File: src/rtl/flp_adder_normalize_round_pkg.sv
// flp_adder_normalize_round_pkg: shared single-precision widths, packed float type and constants (package flp_pkg).
package flp_pkg;
  localparam int EXPONENT_BITS = 8;
  localparam int SIGNIFICANT_BITS = 23;
  localparam int OVERALL_BITS = 1 + EXPONENT_BITS + SIGNIFICANT_BITS;
  localparam int EXT_SIG_BITS = SIGNIFICANT_BITS + 2;
  localparam int EXP_BIAS = (1 << (EXPONENT_BITS - 1)) - 1;
  localparam logic [EXPONENT_BITS-1:0] EXP_ALL_ONES = {EXPONENT_BITS{1'b1}};
  typedef struct packed {
    logic sign;
    logic [EXPONENT_BITS-1:0] exponent;
    logic [SIGNIFICANT_BITS-1:0] fraction;
  } flp_t;
endpackage

File: src/rtl/flp_adder_normalize_round_if.sv
// flp_adder_normalize_round_if: operand bundle from the denorm stage and the packed-result bundle.
interface flp_adder_normalize_round_if;
  import flp_pkg::*;
  logic in_valid;
  logic sign_result;
  logic signs_equal;
  logic bit_shifted_out;
  logic denorm_underflow;
  logic [EXPONENT_BITS-1:0] exponent_b;
  logic [SIGNIFICANT_BITS:0] significant_b;
  logic [SIGNIFICANT_BITS:0] denorm_significant_a;
  logic [OVERALL_BITS-1:0] result;
  logic result_valid;
  logic overflow;
  logic zero;
  modport master (
    output in_valid, sign_result, signs_equal, bit_shifted_out, denorm_underflow,
    output exponent_b, significant_b, denorm_significant_a,
    input result, result_valid, overflow, zero
  );
  modport slave (
    input in_valid, sign_result, signs_equal, bit_shifted_out, denorm_underflow,
    input exponent_b, significant_b, denorm_significant_a,
    output result, result_valid, overflow, zero
  );
endinterface

File: src/rtl/flp_adder_normalize_round_lzc.sv
// flp_lzc: combinational leading-zero counter; an all-zero input returns W.
module flp_lzc #(
  parameter int W = 25,
  localparam int CW = $clog2(W + 1)
) (
  input  logic [W-1:0]  d,
  output logic [CW-1:0] cnt
);
  always_comb begin
    cnt = CW'(W);
    for (int i = 0; i < W; i++) if (d[i]) cnt = CW'(W - 1 - i);
  end
endmodule

File: src/rtl/flp_adder_normalize_round.sv
// flp_adder_normalize_round: 3-stage add/subtract, normalize and round of pre-aligned significands.
// FLP_ROUND_NEAREST_EN selects round-to-nearest-even; otherwise results are truncated.
module flp_adder_normalize_round
  import flp_pkg::*;
#(
  parameter int FLUSH_SUBNORMAL = 0
) (
  input logic clk,
  input logic rst,
  flp_adder_normalize_round_if.slave bus
);
  localparam int EW = EXPONENT_BITS;
  localparam int SW = SIGNIFICANT_BITS;
  localparam int XW = EXT_SIG_BITS;
  localparam int LW = $clog2(XW + 1);
  logic [XW-1:0] ext_a, ext_b;
  logic [XW:0] sum;
  logic s1_valid, s1_sign;
  logic [EW-1:0] s1_exp;
  logic [XW:0] s1_sum;
  assign ext_b = {bus.significant_b, 1'b0};
  assign ext_a = bus.denorm_underflow ? '0 : {bus.denorm_significant_a, bus.bit_shifted_out};
  assign sum = bus.signs_equal ? {1'b0, ext_b} + {1'b0, ext_a} : {1'b0, ext_b} - {1'b0, ext_a};
  always_ff @(posedge clk or posedge rst)
    if (rst) begin
      s1_valid <= 1'b0;
      s1_sign <= 1'b0;
      s1_exp <= '0;
      s1_sum <= '0;
    end else begin
      s1_valid <= bus.in_valid;
      s1_sign <= bus.sign_result;
      s1_exp <= bus.exponent_b;
      s1_sum <= sum;
    end
  logic [LW-1:0] lz, sh;
  logic [EW:0] max_sh, n_exp;
  logic [XW-1:0] shifted, n_mant;
  logic carry, n_sticky, n_zero;
  flp_lzc #(.W(XW)) u_lzc (.d(s1_sum[XW-1:0]), .cnt(lz));
  // Left shift stops at effective exponent 1 so tiny results land in the subnormal range
  always_comb begin
    carry = s1_sum[XW];
    max_sh = s1_exp == '0 ? '0 : {1'b0, s1_exp} - 1'b1;
    sh = (EW + 1)'(lz) < max_sh ? lz : max_sh[LW-1:0];
    shifted = s1_sum[XW-1:0] << sh;
    n_mant = carry ? s1_sum[XW:1] : shifted;
    n_sticky = carry & s1_sum[0];
    n_exp = carry ? {1'b0, s1_exp} + 1'b1 : shifted[XW-1] ? {1'b0, s1_exp} - (EW + 1)'(sh) : '0;
    n_zero = s1_sum == '0;
  end
  logic s2_valid, s2_sign, s2_sticky, s2_zero;
  logic [EW:0] s2_exp;
  logic [SW:0] s2_frac;
  always_ff @(posedge clk or posedge rst)
    if (rst) begin
      s2_valid <= 1'b0;
      s2_sign <= 1'b0;
      s2_sticky <= 1'b0;
      s2_zero <= 1'b0;
      s2_exp <= '0;
      s2_frac <= '0;
    end else begin
      s2_valid <= s1_valid;
      s2_sign <= s1_sign;
      s2_sticky <= n_sticky;
      s2_zero <= n_zero;
      s2_exp <= n_exp;
      s2_frac <= n_mant[XW-2:0];
    end
  logic inc, ovf, zr;
  logic [SW:0] f;
  logic [EW:0] e;
  flp_t r;
`ifdef FLP_ROUND_NEAREST_EN
  assign inc = s2_frac[0] & (s2_frac[1] | s2_sticky);
`else
  logic unused_round;
  assign unused_round = s2_frac[0] ^ s2_sticky;
  assign inc = 1'b0;
`endif
  // A carry out of the fraction bumps the exponent, which also promotes a subnormal to normal
  always_comb begin
    f = {1'b0, s2_frac[SW:1]} + {{SW{1'b0}}, inc};
    e = s2_exp + {{EW{1'b0}}, f[SW]};
    ovf = ~s2_zero & (e >= {1'b0, EXP_ALL_ONES});
    zr = s2_zero | (~ovf & (e == '0) & ((f[SW-1:0] == '0) | (FLUSH_SUBNORMAL != 0)));
    r.sign = zr ? 1'b0 : s2_sign;
    r.exponent = zr ? '0 : ovf ? EXP_ALL_ONES : e[EW-1:0];
    r.fraction = zr || ovf ? '0 : f[SW-1:0];
  end
  always_ff @(posedge clk or posedge rst)
    if (rst) begin
      bus.result_valid <= 1'b0;
      bus.result <= '0;
      bus.overflow <= 1'b0;
      bus.zero <= 1'b0;
    end else begin
      bus.result_valid <= s2_valid;
      bus.result <= r;
      bus.overflow <= ovf;
      bus.zero <= zr;
    end
endmodule

File: src/flat_wrapper.sv
// flat-port wrapper written by rule: the top's interface ports become plain ports
module flp_adder_normalize_round_flat import flp_pkg::*;
#(
  parameter int FLUSH_SUBNORMAL = 0
)
  (clk, rst, bus_in_valid, bus_sign_result, bus_signs_equal, bus_bit_shifted_out, bus_denorm_underflow, bus_exponent_b, bus_significant_b, bus_denorm_significant_a, bus_result, bus_result_valid, bus_overflow, bus_zero);
  flp_adder_normalize_round_if bus_i ();
  input logic clk;
  input logic rst;
  input wire logic [$bits(bus_i.in_valid)-1:0] bus_in_valid;
  input wire logic [$bits(bus_i.sign_result)-1:0] bus_sign_result;
  input wire logic [$bits(bus_i.signs_equal)-1:0] bus_signs_equal;
  input wire logic [$bits(bus_i.bit_shifted_out)-1:0] bus_bit_shifted_out;
  input wire logic [$bits(bus_i.denorm_underflow)-1:0] bus_denorm_underflow;
  input wire logic [$bits(bus_i.exponent_b)-1:0] bus_exponent_b;
  input wire logic [$bits(bus_i.significant_b)-1:0] bus_significant_b;
  input wire logic [$bits(bus_i.denorm_significant_a)-1:0] bus_denorm_significant_a;
  output wire logic [$bits(bus_i.result)-1:0] bus_result;
  output wire logic [$bits(bus_i.result_valid)-1:0] bus_result_valid;
  output wire logic [$bits(bus_i.overflow)-1:0] bus_overflow;
  output wire logic [$bits(bus_i.zero)-1:0] bus_zero;
  assign bus_i.in_valid = bus_in_valid;
  assign bus_i.sign_result = bus_sign_result;
  assign bus_i.signs_equal = bus_signs_equal;
  assign bus_i.bit_shifted_out = bus_bit_shifted_out;
  assign bus_i.denorm_underflow = bus_denorm_underflow;
  assign bus_i.exponent_b = bus_exponent_b;
  assign bus_i.significant_b = bus_significant_b;
  assign bus_i.denorm_significant_a = bus_denorm_significant_a;
  assign bus_result = bus_i.result;
  assign bus_result_valid = bus_i.result_valid;
  assign bus_overflow = bus_i.overflow;
  assign bus_zero = bus_i.zero;
  flp_adder_normalize_round #(.FLUSH_SUBNORMAL(FLUSH_SUBNORMAL)) u_core (.clk(clk), .rst(rst), .bus(bus_i));
endmodule
File: config.mk
export PLATFORM = sky130hd
export DESIGN_NAME = flp_adder_normalize_round_flat
export DESIGN_NICKNAME = d
export VERILOG_FILES = /design/src/rtl/flp_adder_normalize_round_pkg.sv /design/src/rtl/flp_adder_normalize_round_if.sv /design/src/rtl/flp_adder_normalize_round_lzc.sv /design/src/rtl/flp_adder_normalize_round.sv /design/src/flat_wrapper.sv
export SDC_FILE = /design/constraint.sdc
export NUM_CORES = 1
export LEC_CHECK = 0
export ABC_AREA = 1
export ABC_CLOCK_PERIOD_IN_PS = 3700
export CORE_UTILIZATION = 38
export CTS_CLUSTER_SIZE = 30
export DETAILED_ROUTE_END_ITERATION = 8
export HOLD_SLACK_MARGIN = 0.02
export PLACE_DENSITY = 0.59
export SLEW_MARGIN = 0
export SYNTH_ARGS = -nofsm -noshare
export SYNTH_HDL_FRONTEND = slang
export SYNTH_SLANG_ARGS = --single-unit
File: constraint.sdc
create_clock -name clk -period 3.7 [get_ports clk]
set_clock_uncertainty 0.1 [all_clocks]
set_input_delay 0.925 -clock clk [delete_from_list [all_inputs] [get_ports clk]]
set_output_delay 0.925 -clock clk [all_outputs]
set_load 0.05 [all_outputs]
==> results.json, run 1 <==
{
  "status": "complete, but fails checks",
  "violations": "negative setup slack",
  "max_freq_ghz": 0.261,
  "wl_per_cell_um": 14.6,
  "synthCells": 1126,
  "clockPowerShare_pct": 14.6,
  "seqPwrFrac_pct": 25.7,
  "rsz0062_at_grt": "true",
  "ir_worst_vdd_mv": 0.272,
  "vias": 8671,
  "grt_most_used_layer": "met2",
  "wirelength_um": 25100,
  "holdCritPathClass": "reg -> reg",
  "p_per_area_mw_per_mm2": 492,
  "syn_nets": 1248,
  "syn_area_mm2": 0.00789,
  "setup_tns_ns": -0.765,
  "slowest_delay_ns": 0.28,
  "setup-violations-final": 15,
  "via_per_inst": 5.03,
  "synth_edf_count": 0,
  "final_max_slew_viol_count": 0,
  "io_pins": 98,
  "drt_pass1_iterations": 4,
  "first_iter_violations": 494,
  "crit_path_frequent_cell": "buf_4",
  "synth_top_area_share_pct": 33.6,
  "synth-async-reset-ratio_pct": 100,
  "hold_ws_ns": 0.253,
  "gp_routability_congestion": 0.888,
  "slowest_stage": "o31ai_4",
  "avgSynthCellArea_um2": 7.00,
  "nets": 1570,
  "worstSetupPathType": "in -> reg",
  "cts-htree-levels": 3,
  "grt_usage_pct": 20.8,
  "drv_cap": 0,
  "clk_latency_ns": 0.36,
  "core_area_mm2": 0.0203,
  "pwr-share-comb_pct": 59.7,
  "n_antenna_cell": 0,
  "worst_pin_slew_ns": 1.38,
  "cts.clk_slew.worst_paths_ns": 0.08,
  "area_delta_synth_final_pct": 64.2,
  "postPlaceCellArea_mm2": 0.0102,
  "final_area_mm2": 0.0129,
  "cts_tree": "built",
  "clock_sinks": 106,
  "synthFlopType": "dfrtp_1",
  "met1_usage_pct": 27.1,
  "ys_ff_latch": 106,
  "start_util_pct": 38.8,
  "p_total_uw": 6370,
  "p_leak_uw": 0.00649,
  "cp.arrival_ns": 3.98,
  "period_share_pct": 104,
  "die_w_um": 146,
  "swShare_pct": 44.4,
  "grt-ovfl-total": 0,
  "worstRegToRegCells": 38,
  "cts_buffers": 9,
  "grt_pass1_wl_um": 36300,
  "timing.final.ws_setup_ns": -0.130,
  "hpwl_um": 15900,
  "p_switching_uw": 2830,
  "synth_seq_area_share_pct": 33.6,
  "die_y_um": 146,
  "relSlewSlack_pct": 7.88,
  "yosysMostFrequentCell": "nand2_1",
  "grt_start_max_net_pins": 64,
  "rows": 52,
  "drc": 0,
  "final-hold-violation-count": 0,
  "cp.required_ns": 3.85,
  "ant_nets": 0,
  "cts_max_path_buffers": 2,
  "synth.lib_cells_used.distinct": 50,
  "grt_pass1_vias": 7780,
  "antenna_found_initial": 0,
  "die_area_mm2": 0.0213,
  "intPower_uw": 3540,
  "hold_path_depth": 0,
  "use_met3_pct": 2.13,
  "drive_gt1_share_pct": 37.8,
  "yosys_warnings": 0,
  "crit_chain": "clkdlybuf4s15_2, nand2_4, ha_4, buf_4, o31ai_4, a31oi_4, buf_6, buf_4, buf_4, buf_4, buf_4, buf_4, buf_4, buf_4, buf_4, buf_4, buf_4, buf_4, buf_4, buf_4, nand2_1, nand2_1, xor2_1",
  "end_kind": "flip-flop",
  "crit_fanout": 3,
  "startpoint_type": "input port",
  "yosysTopAreaCell": "dfrtp_1",
  "met2_usage_pct": 35.7,
  "cts-root-buf": "clkbuf_16",
  "synth.area.top_cells": "dfrtp_1 34%, nand2_1 14%, ha_1 9.0%, nand3_1 8.3%, inv_1 7.4%",
  "fin_crit_ns": 3.83,
  "synth_commonest_cells": "301 x nand2_1, 156 x inv_1, 131 x nand3_1",
  "numPortBuffers": 97
}
power groups by stage:
stage,Sequential (uW),Clock (uW),Combinational (uW)
global route,1680,998,4060
floorplan,2160,0,1250
finish,1640,928,3800
detailed placement,1650,0,2760
CTS,1630,949,2910
global placement,1650,0,2750
cells by family (layout without fill, tap and decap cells):
kind of cell,after synthesis,in the layout,synth area share [%]
AOI/OAI and AO/OA,176,176,13.0
xor gates and xnor gates,28,28,3.11
adders and majority gates,59,59,9.55
buffers and inverters,202,528,10.2
DFF,106,106,33.6
muxes,1,1,0.127
and+or+nand+nor,554,555,30.4
layer usage:
layer  share of wire (%)  vias to the layer above
met3                 4.8                       66
met5                   0                        -
li1                    -                     4298
met1                  43                     4020
met4                 2.9                        0
met2                  50                      287
final timing paths:
check	end	from	slack [ns]
worst min-delay path	u_core.s2_valid	u_core.s1_valid	0.25
worst max-delay path	u_core.s1_sum[6]	bus_denorm_significant_a[2]	-0.13
max in group asynchronous	u_core.s1_sum[14]	rst	1.90
worst min register to register	u_core.s2_valid	u_core.s1_valid	0.25
min in group asynchronous	u_core.bus.result[6]	rst	0.69
worst max register to register	u_core.s2_exp[2]	u_core.s1_sum[5]	-0.08
registers in the layout, summed over array words and instances (netlist names), 8 cells and up:
| signal | flops |
|---|---|
| u_core.s1_sum | 26 |
| u_core.s1_exp | 8 |
| u_core.bus.result | 32 |
| u_core.s2_frac | 23 |
| u_core.s2_exp | 9 |
critical path: cells and delay by family:
family          cells  cell delay, ns
compound gates      2            0.43
xor+xnor            1            0.14
fa+ha+maj           1            0.25
simple gates        3            0.17
buf+inv            16            2.07
cell type report:
| type | count | area, um^2 |
|---|---|---|
| Timing Repair inverter | 1 | 11.3 |
| Fill cell | 1711 | 7350 |
| Multi-Input combinational cell | 819 | 5860 |
| Sequential cell | 106 | 2650 |
| Inverter | 167 | 669 |
| Clock inverter | 6 | 61.3 |
| Timing Repair Buffer | 344 | 3130 |
| Tap cell | 270 | 338 |
| Clock buffer | 10 | 229 |
per-stage QoR:
step | cells | utilization (%) | setup WS (ns)
2_1_floorplan | 1126 | - | -0.109
3_5_place_dp | 1599 | 50.1 | -0.905
4_1_cts | 1686 | 55.0 | 0.000759
5_1_grt | 1723 | 63.8 | -0.434
6_report | 1723 | 63.8 | -0.130
3_3_place_gp | 1599 | 50.1 | -0.802
cells in the final DEF, fill, tap and decap left out, types with 10 or more instances in the layout:
cell type	netlist	layout
a21oi_1	71	48
nand2_1	301	220
nand3_2	2	43
xor2_1	24	24
buf_4	4	202
nand3_4	0	24
nand4_1	14	14
buf_6	2	27
a21oi_2	0	22
clkdlybuf4s50_1	0	85
dfrtp_1	106	106
clkbuf_16	0	13
nand2_4	4	26
o22ai_2	0	10
nand2_2	8	61
nand3_1	131	66
inv_1	156	140
inv_2	8	18
ha_1	57	46
o21ai_0	44	21
nor2_1	76	71
o21ai_2	2	12
o21ai_1	7	15
repair_timing:
action | 4_1_cts | 5_1_grt
pin swaps | 59 | 167
hold buffers | 0 | 0
resized for setup | 79 | 352
cloned | 0 | 6
setup endpoints to repair | 22 | 45
setup buffers | 71 | 36
Power figures use the tool's default switching activity.
==> inputs of run 2 (changes only) <==
--- a/config.mk
+++ b/config.mk
@@ -10,6 +10,7 @@
 export CORE_UTILIZATION = 38
 export CTS_CLUSTER_SIZE = 30
 export DETAILED_ROUTE_END_ITERATION = 8
+export GPL_TIMING_DRIVEN = 0
 export HOLD_SLACK_MARGIN = 0.02
 export PLACE_DENSITY = 0.59
 export SLEW_MARGIN = 0
==> run 2 against run 1 <==
Net effect: the run still ends with negative setup slack left; via count decreased by 4.3%; wire length is 1.8% lower; sequential power barely moved; worst setup slack worse by 0.028 ns; sequential share of layout area rose by 1.4 points; global-route usage increased by 0.66 points; clock power is 1% higher; critical endpoint is now u_core.s2_frac[18].
==> results.json, run 2 (synthesized netlist as in run 1, its figures left out) <==
{
  "drc": 0,
  "cp.arrival_ns": 4.04,
  "final_max_slew_viol_count": 0,
  "violations": "negative setup slack",
  "numPortBuffers": 97,
  "max_freq_ghz": 0.259,
  "largest_reg_flops": 32,
  "grt_start_max_net_pins": 46,
  "worstSetupPathType": "reg -> reg",
  "regMostFlops": "u_core.bus.result",
  "timing.final.ws_setup_ns": -0.158,
  "period_share_pct": 104,
  "setup_tns_ns": -3.19,
  "cts-htree-levels": 3,
  "start_util_pct": 38.8,
  "cts_buffers": 9,
  "grt_usage_pct": 21.5,
  "drive_gt1_share_pct": 31.9,
  "drt_pass1_iterations": 5,
  "fin_crit_ns": 3.86,
  "antenna_found_initial": 0,
  "holdCritPathClass": "reg -> reg",
  "top_regs": "u_core.bus.result x32, u_core.s1_sum x26, u_core.s2_frac x23",
  "startpoint_type": "flip-flop",
  "reg2reg_setup_slack_ns": -0.16,
  "p_per_area_mw_per_mm2": 504,
  "nets": 1461,
  "cts_max_path_buffers": 2,
  "end_kind": "flip-flop",
  "first_iter_violations": 399,
  "seq_area_mm2": 0.00266,
  "nFillCells": 1790,
  "grt_pass1_vias": 7614,
  "die_area_mm2": 0.0213,
  "area_delta_synth_final_pct": 53.9,
  "hpwl_um": 16800,
  "clk_latency_ns": 0.36,
  "wl_per_cell_um": 15.3,
  "cts-root-buf": "clkbuf_16",
  "mostFrequentLayoutCells": "236 x nand2_1, 137 x inv_1, 102 x dfrtp_1, 89 x clkdlybuf4s50_1, 77 x buf_4",
  "cts_tree": "built",
  "setup-violations-final": 34,
  "drv_cap": 0,
  "crit_fanout": 5,
  "cts.clk_slew.worst_paths_ns": 0.08,
  "rows": 52,
  "dp_cells": 1495,
  "die_y_um": 146,
  "hold_ws_ns": 0.251,
  "layout_commonest_cell": "nand2_1",
  "cp.required_ns": 3.88,
  "multi_input_area_mm2": 0.00592,
  "relSlewSlack_pct": 52.1,
  "core_area_mm2": 0.0203,
  "n_antenna_cell": 0,
  "via_per_inst": 5.15,
  "worst_pin_slew_ns": 0.719,
  "vias": 8300,
  "p_leak_uw": 0.00593,
  "status": "complete, but fails checks",
  "rsz0062_at_grt": "true",
  "io_pins": 98,
  "grt_pass1_wl_um": 37000,
  "die_w_um": 146,
  "wirelength_um": 24600,
  "clock_sinks": 106,
  "final-hold-violation-count": 0,
  "p_total_uw": 6110,
  "grt-ovfl-total": 0,
  "instances_no_fill": 1613,
  "ir_worst_vdd_mv": 0.243,
  "ant_nets": 0,
  "gp_routability_congestion": 0.919
}
==> run 2: changes by cell type in the layout (fill, tap and decap cells not counted), moves of 6 or more <==
cell      before  now
o21ai_1       15    9
buf_12         8   14
buf_6         27   19
buf_4        202   77
nand3_1       66   58
nand2_2       61   48
nand2_1      220  236
clkbuf_1       1   17
==> run 2: worst max-delay path: stages (launching register included) <==
cell and delay (ns):
dfrtp_2 0.44, inv_2 0.11, ha_2 0.21, nand2_1 0.09, inv_2 0.07, nand4_1 0.08
inv_2 0.13, nor2_1 0.07, inv_1 0.15, ha_4 0.24, a21oi_4 0.16, nor2_4 0.06
o31ai_4 0.24, buf_6 0.16, buf_6 0.13, buf_12 0.10, nand3_4 0.07, nand2_4 0.09
buf_6 0.13, buf_12 0.12, buf_12 0.14, nand3_4 0.07, a21boi_4 0.15, nor2_4 0.11
nand2_2 0.09, a21oi_2 0.13, nand2_1 0.06, nand2_1 0.06
==> run 2: area by class of cell <==
| class | instances | share of cell area (%) |
|---|---|---|
| repair buffers | 203 | 16.5 |
| multi-input cells | 819 | 48.8 |
| clock inverters | 6 | 0.516 |
| well taps | 270 | 2.78 |
| clock buffers | 9 | 1.86 |
| plain buffers | 33 | 2.18 |
| inverters | 167 | 5.49 |
| flip-flops and latches | 106 | 21.9 |
==> run 2: through the flow <==
step           cell area (um^2)  setup slack, ns  util [%]
2_1_floorplan              7930           -0.109         -
3_5_place_dp               9280            -1.21      45.7
3_3_place_gp               9240            -1.28      45.5
4_1_cts                   10500           -0.180      51.8
6_report                  12100           -0.158      59.8
5_1_grt                   12100           -0.398      59.8
==> run 2: what timing repair did <==
item,CTS,global route
gates resized for setup,131,294
cloned,2,3
endpoints found under the setup margin,45,43
endpoints found under the hold margin,0,0
hold buffers,0,0
buffers inserted,62,39
pin swaps,80,152
==> run 2: report_power, final <==
part           total [uW]  internal, uW  leakage (uW)  switching, uW
clock network         937           470      0.000141            467
registers            1670          1500       0.00127            172
logic                3500          1360       0.00451           2150
total                6110          3320       0.00593           2790
==> run 2: per-layer routing <==
metal | vias to the layer above | global-route usage [%] | routed length (um)
met5 | - | 0 | 0
met4 | 0 | 8.49 | 807
met3 | 69 | 2.38 | 1330
met2 | 334 | 37.8 | 12100
met1 | 3813 | 27.0 | 10400
li1 | 4084 | - | -
==> run 2: worst paths after layout <==
path	startpoint	end	cells past startpoint
max	u_core.s1_exp[0]	u_core.s2_frac[18]	27
min	u_core.s1_valid	u_core.s2_valid	0
max reg2reg	u_core.s1_exp[0]	u_core.s2_frac[18]	27
min reg2reg	u_core.s1_valid	u_core.s2_valid	0
max in group asynchronous	rst	u_core.s1_exp[0]	3
min in group asynchronous	rst	u_core.bus.result[6]	2
